===== src/rtl/gradient_outlet_scanner_if.sv =====
// Detector-side bus for the gradient outlet scanner: mux select, ADC request/ack
// and the outgoing valid/ready sample stream.
interface gradient_outlet_scanner_if #(
    parameter int DATA_W = 8
);
    logic [2:0]        sel;
    logic              adc_req;
    logic              adc_ack;
    logic [DATA_W-1:0] adc_data;
    logic              out_valid;
    logic              out_ready;
    logic [2:0]        out_chan;
    logic [DATA_W-1:0] out_data;
    logic              out_last;

    modport master (
        output sel, adc_req, out_valid, out_chan, out_data, out_last,
        input  adc_ack, adc_data, out_ready
    );

    modport slave (
        input  sel, adc_req, out_valid, out_chan, out_data, out_last,
        output adc_ack, adc_data, out_ready
    );
endinterface


===== src/rtl/gradient_outlet_scanner.sv =====
// Sweeps NUM_OUT gradient outlet detectors: settle the mux, convert one sample,
// emit it on a valid/ready stream, and count completed sweeps.
module gradient_outlet_scanner #(
    parameter int NUM_OUT    = 7,
    parameter int DATA_W     = 8,
    parameter int SETTLE_CYC = 4
) (
    input  logic        clk,
    input  logic        rst,
    input  logic        start,
    input  logic        cont,
    input  logic        stop,
    input  logic        abort,
    output logic        busy,
    output logic [15:0] sweep_cnt,
    output logic [1:0]  dbg_state,
    gradient_outlet_scanner_if.master bus
);

    // Stream handshake: a beat transfers on a rising edge where out_valid and
    // out_ready are both high; while out_valid is high and out_ready low, the
    // channel, data and last flag stay frozen and out_valid is never withdrawn.

    typedef enum logic [1:0] {
        IDLE    = 2'd0,
        SETTLE  = 2'd1,
        CONVERT = 2'd2,
        EMIT    = 2'd3
    } state_t;

    localparam logic [2:0] LAST_SEL    = 3'(NUM_OUT - 1);
    localparam logic [7:0] SETTLE_LOAD = 8'(SETTLE_CYC - 1);

    state_t            state;
    state_t            state_n;
    logic [2:0]        sel_q;
    logic [7:0]        settle_cnt;
    logic [DATA_W-1:0] sample;
    logic              cont_q;
    logic              stop_pend;
    logic [15:0]       sweep_q;
    logic              last_chan;
    logic              stop_eff;

    assign last_chan = (sel_q == LAST_SEL);
    // A stop arriving in the final handshake cycle still ends the sweep.
    assign stop_eff  = stop_pend | stop;

    always_ff @(posedge clk or posedge rst) begin
        if (rst) begin
            state <= IDLE;
        end else begin
            state <= state_n;
        end
    end

    always_comb begin
        state_n = state;
        if (abort) begin
            state_n = IDLE;
        end else begin
            case (state)
                IDLE:    if (start) state_n = SETTLE;
                SETTLE:  if (settle_cnt == 8'd0) state_n = CONVERT;
                CONVERT: if (bus.adc_ack) state_n = EMIT;
                EMIT: begin
                    if (bus.out_ready) begin
                        if (last_chan && !(cont_q && !stop_eff)) begin
                            state_n = IDLE;
                        end else begin
                            state_n = SETTLE;
                        end
                    end
                end
                default: state_n = IDLE;
            endcase
        end
    end

    always_comb begin
        busy          = (state != IDLE);
        dbg_state     = state;
        sweep_cnt     = sweep_q;
        bus.sel       = sel_q;
        bus.adc_req   = (state == CONVERT);
        bus.out_valid = 1'b0;
        bus.out_chan  = 3'd0;
        bus.out_data  = '0;
        bus.out_last  = 1'b0;
        if (state == EMIT) begin
            bus.out_valid = 1'b1;
            bus.out_chan  = sel_q;
            bus.out_data  = sample;
            bus.out_last  = last_chan;
        end
    end

    always_ff @(posedge clk or posedge rst) begin
        if (rst) begin
            sel_q      <= 3'd0;
            settle_cnt <= 8'd0;
            sample     <= '0;
            cont_q     <= 1'b0;
            stop_pend  <= 1'b0;
            sweep_q    <= 16'd0;
        end else if (abort) begin
            sel_q <= 3'd0;
        end else begin
            if (state != IDLE && stop) begin
                stop_pend <= 1'b1;
            end
            case (state)
                IDLE: begin
                    if (start) begin
                        sel_q      <= 3'd0;
                        cont_q     <= cont;
                        stop_pend  <= 1'b0;
                        settle_cnt <= SETTLE_LOAD;
                    end
                end
                SETTLE: begin
                    if (settle_cnt != 8'd0) begin
                        settle_cnt <= settle_cnt - 8'd1;
                    end
                end
                CONVERT: begin
                    if (bus.adc_ack) begin
                        sample <= bus.adc_data;
                    end
                end
                EMIT: begin
                    if (bus.out_ready) begin
                        settle_cnt <= SETTLE_LOAD;
                        if (last_chan) begin
                            sel_q <= 3'd0;
                            if (sweep_q != 16'hFFFF) begin
                                sweep_q <= sweep_q + 16'd1;
                            end
                        end else begin
                            sel_q <= sel_q + 3'd1;
                        end
                    end
                end
                default: ;
            endcase
        end
    end

endmodule


===== src/flat_wrapper.sv =====
// flat-port wrapper written by rule: the top's interface ports become plain ports
module gradient_outlet_scanner_flat 
#(
    parameter int NUM_OUT    = 7,
    parameter int DATA_W     = 8,
    parameter int SETTLE_CYC = 4
)
  (clk, rst, start, cont, stop, abort, busy, sweep_cnt, dbg_state, bus_sel, bus_adc_req, bus_out_valid, bus_out_chan, bus_out_data, bus_out_last, bus_adc_ack, bus_adc_data, bus_out_ready);
  gradient_outlet_scanner_if #(.DATA_W(DATA_W)) bus_i ();
  input  logic clk;
  input  logic rst;
  input  logic start;
  input  logic cont;
  input  logic stop;
  input  logic abort;
  output logic busy;
  output logic [15:0] sweep_cnt;
  output logic [1:0] dbg_state;
  output wire logic [$bits(bus_i.sel)-1:0] bus_sel;
  output wire logic [$bits(bus_i.adc_req)-1:0] bus_adc_req;
  output wire logic [$bits(bus_i.out_valid)-1:0] bus_out_valid;
  output wire logic [$bits(bus_i.out_chan)-1:0] bus_out_chan;
  output wire logic [$bits(bus_i.out_data)-1:0] bus_out_data;
  output wire logic [$bits(bus_i.out_last)-1:0] bus_out_last;
  input wire logic [$bits(bus_i.adc_ack)-1:0] bus_adc_ack;
  input wire logic [$bits(bus_i.adc_data)-1:0] bus_adc_data;
  input wire logic [$bits(bus_i.out_ready)-1:0] bus_out_ready;
  assign bus_sel = bus_i.sel;
  assign bus_adc_req = bus_i.adc_req;
  assign bus_out_valid = bus_i.out_valid;
  assign bus_out_chan = bus_i.out_chan;
  assign bus_out_data = bus_i.out_data;
  assign bus_out_last = bus_i.out_last;
  assign bus_i.adc_ack = bus_adc_ack;
  assign bus_i.adc_data = bus_adc_data;
  assign bus_i.out_ready = bus_out_ready;
  gradient_outlet_scanner #(.NUM_OUT(NUM_OUT), .DATA_W(DATA_W), .SETTLE_CYC(SETTLE_CYC)) u_core (.clk(clk), .rst(rst), .start(start), .cont(cont), .stop(stop), .abort(abort), .busy(busy), .sweep_cnt(sweep_cnt), .dbg_state(dbg_state), .bus(bus_i));
endmodule

===== config.mk =====
export PLATFORM = sky130hd
export DESIGN_NAME = gradient_outlet_scanner_flat
export DESIGN_NICKNAME = d
export VERILOG_FILES = /design/src/rtl/gradient_outlet_scanner_if.sv /design/src/rtl/gradient_outlet_scanner.sv /design/src/flat_wrapper.sv
export SDC_FILE = /design/constraint.sdc
export NUM_CORES = 1
export LEC_CHECK = 0
export ABC_AREA = 1
export CORE_ASPECT_RATIO = 1.75
export CORE_MARGIN = 1.5
export CORE_UTILIZATION = 40
export DETAILED_ROUTE_END_ITERATION = 10
export PLACE_DENSITY = 0.74
export SLEW_MARGIN = 20
export SYNTH_ARGS = -nofsm -noshare
export SYNTH_HDL_FRONTEND = slang
export SYNTH_SLANG_ARGS = --single-unit

===== constraint.sdc =====
create_clock -name clk -period 3.15 [get_ports clk]
set_input_delay 0.63 -clock clk [delete_from_list [all_inputs] [get_ports clk]]
set_output_delay 0.63 -clock clk [all_outputs]
set_load 0.005 [all_outputs]

==> impl_results.md <==
- Count of unique library cells instantiated by Yosys: 27
- Hold-fix buffer count after cts: 0
- Net count, final: 396
- Final sum of negative setup slack: 0 ns
- Number of DRC markers after the initial detailed-route iteration: 61
- VDD IR max: 258 uV
- Switching power of the nets: 492 uW
- Remaining Overflow, GRT: 0
- Class of the tightest hold or removal check: register to register
- CTS tree: built
- Wire length of the first global-routing pass: 9590 um
- Library cell with the highest instance count after synthesis: sky130_fd_sc_hd__nand2_1
- Clock-pin slew of the registers on the worst-case setup and hold paths: 0.08 ns
- Fraction of power consumed by the clock network: 0.286
- Met2 layer wire length in the routed design: 3070 um
- Final Critical Period: 2.71 ns
- Data required time at the worst endpoint: 2.52 ns
- CP peak stage delay: 0.60 ns
- Total via count after detailed routing: 2212
- Share of synthesized area occupied by flip-flops and latches: 0.399
- Effective utilization at floorplan: 0.416
- Clock skew after layout: 0.00438 ns
- Area enclosed by the die boundary: 6620 sq um
- Number of levels the H-tree was split into: 2
- Cell count after synthesis: 317
- Startpoint of the tightest hold check path: u_core.stop_pend$_DFFE_PP0N_
- Internal cell power: 1.07 mW
- Critical path startpoint category: register
- Number of clock sinks: 39
- Primary FF master, synth: sky130_fd_sc_hd__dfrtp_1
- Number of warning messages in the yosys log: 0
- Synth Register Bits: 39
- Global Route Usage Sum: 0.181
- Clock Tree Root: sky130_fd_sc_hd__clkbuf_8
- Number of antenna-violating nets in the routed design: 0
- Fraction of power consumed by combinational cells: 0.291
- Portion of the clock cycle consumed by the worst path in the final layout: 0.861
- Cell row count: 37
- Number of antenna violations at the first check in global routing: 0
- Launching element of the worst setup path: u_core.dbg_state[1]$_DFFE_PP0P_
- Flop pwr share: 0.424
- Count of endpoints failing hold in the final timing report: 0
- Die Ht: 106 um
- Crit Path Class: register to primary output
- Routed wire per std cell: 12.4 um
- Most area-hungry cell type in the Yosys netlist: sky130_fd_sc_hd__dfrtp_1
- FFs w/ async S/R, synth: 1.00
- Most instantiated cells after synthesis: 94 x sky130_fd_sc_hd__nand2_1, 40 x sky130_fd_sc_hd__inv_1, 39 x sky130_fd_sc_hd__dfrtp_1
- Transition at the pin with the smallest max-transition slack: 0.639 ns
- Synthesis-to-finish area growth: 28.3%
- DP Cell Count: 443
- Cell area after synthesis: 2450 sq um
- Number of enable flip-flop cells after synthesis: 0
- Ratio of routed vias to standard cells: 4.90
- Maximum number of pins on one net before global-route repair: 40
- Number of port buffers: 51
- Resize count post-CTS: 0
- Highest routing layer actually used: met4
- Number of max-cap violations: 0
- Leakage Power: 1.49 nW
- Top-Level Pins: 52
- Diodes inserted: 0
- Final weighted congestion in routability-driven placement: 0.841
- Post-CTS setup buffer count: 0
- Power per cell area: 497 nW/um^2
- Mean instance size in the synthesized netlist: 7.72 sq um
- Amount of wire on met3 after detailed routing: 188 um
- Worst slew margin relative to its limit: 0.574
- CTS max path bufs: 2
- Crit path cell chain: ha_1, nand2_1, nor2_1, clkdlybuf4s50_1
- Area contributors post-synth: sky130_fd_sc_hd__dfrtp_1 40%, sky130_fd_sc_hd__nand2_1 14%, sky130_fd_sc_hd__inv_1 6.1%
- Beginning of the worst register-to-register path: u_core.dbg_state[1]$_DFFE_PP0P_
- Non-filler instance count after layout: 451
- Net switching share of the total power: 0.316
- Bufs and invs on worst path: 1
- Kind of end point of the critical path: primary output
- Worst endpoint data arrival time: 2.08 ns
- Max Transition Viols Final: 0
- Vias in the first global route: 2213
- Latest clock arrival within the worst-skew pair: 0.30 ns
- Top delay family on crit path: adder cells
- Standard cell core area: 5880 sq um
- Wire length after detailed routing: 5610 um
- Critical Path Fanout Max: 18
- Horizontal extent of the die: 62.1 um
- First-pass DRT Iterations: 4
- Highest clock frequency the design can meet: 0.369 GHz
- Run status: finished clean
- Setup repair after global routing missed its margin: false
- Detailed placement HPWL: 4250 um
- DRC errors left: 0
- Fraction of synthesized cell area taken by the top area cell type: 0.399
- Total clock buffers created by CTS: 5
- Total nets after synthesis: 341
- Post-route met1 wirelength: 2150 um
- Slowest stage cell on the critical path: sky130_fd_sc_hd__ha_1
- Share of final-layout standard cells stronger than drive strength 1: 0.118
- Count of final setup violators: 0
-- metal layers --
layer | track usage | vias to the layer above
li1 | - | 1097
met1 | 0.186 | 1050
met2 | 0.342 | 50
met3 | 0.0286 | 15
met4 | 0.100 | 0
met5 | 0 | -
-- power groups by stage --
stage,logic [mW],clock network [mW],registers [mW]
3_5_place_dp,0.458,0,0.671
3_3_place_gp,0.449,0,0.663
4_1_cts,0.461,0.455,0.661
6_report,0.453,0.445,0.661
5_1_grt,0.510,0.472,0.674
2_1_floorplan,0.299,0,0.655
-- sequential cells by signal, summed over array words and instances (netlist names) --
name and count:
u_core.sweep_cnt 16, u_core.sample 8, u_core.settle_cnt 8, u_core.bus.sel 3, u_core.dbg_state 2, u_core.cont_q 1, u_core.stop_pend 1
-- layout by cell type, fill, tap and decap left out, types with 8 or more instances in the layout --
cell / count
sky130_fd_sc_hd__nand3_1: 14
sky130_fd_sc_hd__nand2_2: 12
sky130_fd_sc_hd__nand4_1: 10
sky130_fd_sc_hd__ha_1: 8
sky130_fd_sc_hd__inv_1: 40
sky130_fd_sc_hd__nand2_1: 94
sky130_fd_sc_hd__o21ai_0: 15
sky130_fd_sc_hd__mux2_2: 9
sky130_fd_sc_hd__xor2_1: 8
sky130_fd_sc_hd__dfrtp_1: 39
sky130_fd_sc_hd__nor2_1: 35
sky130_fd_sc_hd__clkdlybuf4s50_1: 51
-- final timing paths --
path,endpoint,slack (ns),depth (start not counted)
setup / recovery,bus_out_last,0.44,4
hold reg to reg,u_core.stop_pend$_DFFE_PP0N_,0.50,2
setup reg to reg,u_core.sweep_cnt[4]$_DFFE_PP0P_,1.02,7
min in group asynchronous,u_core.sweep_cnt[14]$_DFFE_PP0P_,0.75,3
max in group asynchronous,u_core.dbg_state[0]$_DFFE_PP0P_,2.04,3
hold / removal,u_core.stop_pend$_DFFE_PP0N_,0.50,2
-- metrics by stage --
step | utilization | power [mW] | setup WS [ns] | hold slack, ns | instance area, sq um
after floorplan | - | 0.954 | 1.36 | 0.453 | 2450
after global placement | 0.514 | 1.11 | 0.783 | 0.467 | 3020
after detailed placement | 0.514 | 1.13 | 0.746 | 0.485 | 3020
after CTS | 0.534 | 1.58 | 0.415 | 0.505 | 3140
after global routing | 0.534 | 1.66 | 0.266 | 0.527 | 3140
final | 0.534 | 1.56 | 0.439 | 0.500 | 3140
-- worst min-delay path: stages, from the launching register on --
cell and delay, ns:
sky130_fd_sc_hd__dfrtp_1 0.36, sky130_fd_sc_hd__nand2_1 0.06, sky130_fd_sc_hd__o31ai_1 0.05
-- cells by family (layout without fill, tap and decap cells) --
logic type / Yosys count / count (layout) / share of synthesized area
compound gates: 26 / 26 / 0.0644
xor+xnor: 14 / 14 / 0.0501
simple gates: 174 / 174 / 0.321
mux: 9 / 9 / 0.0414
fa+ha+maj: 8 / 8 / 0.0409
flops: 39 / 39 / 0.399
buf+inv: 47 / 103 / 0.0833
-- area by class of cell --
class                      count  area (sq um)
multi-input combinational    231          1270
fill                         578          2740
sequential                    39           976
inverter                      43           164
clock buffer                   6          82.6
timing repair buffer          52           518
tap                           78          97.6
clock inverter                 2          35.0
No activity file was read; power rests on OpenSTA's default activity.
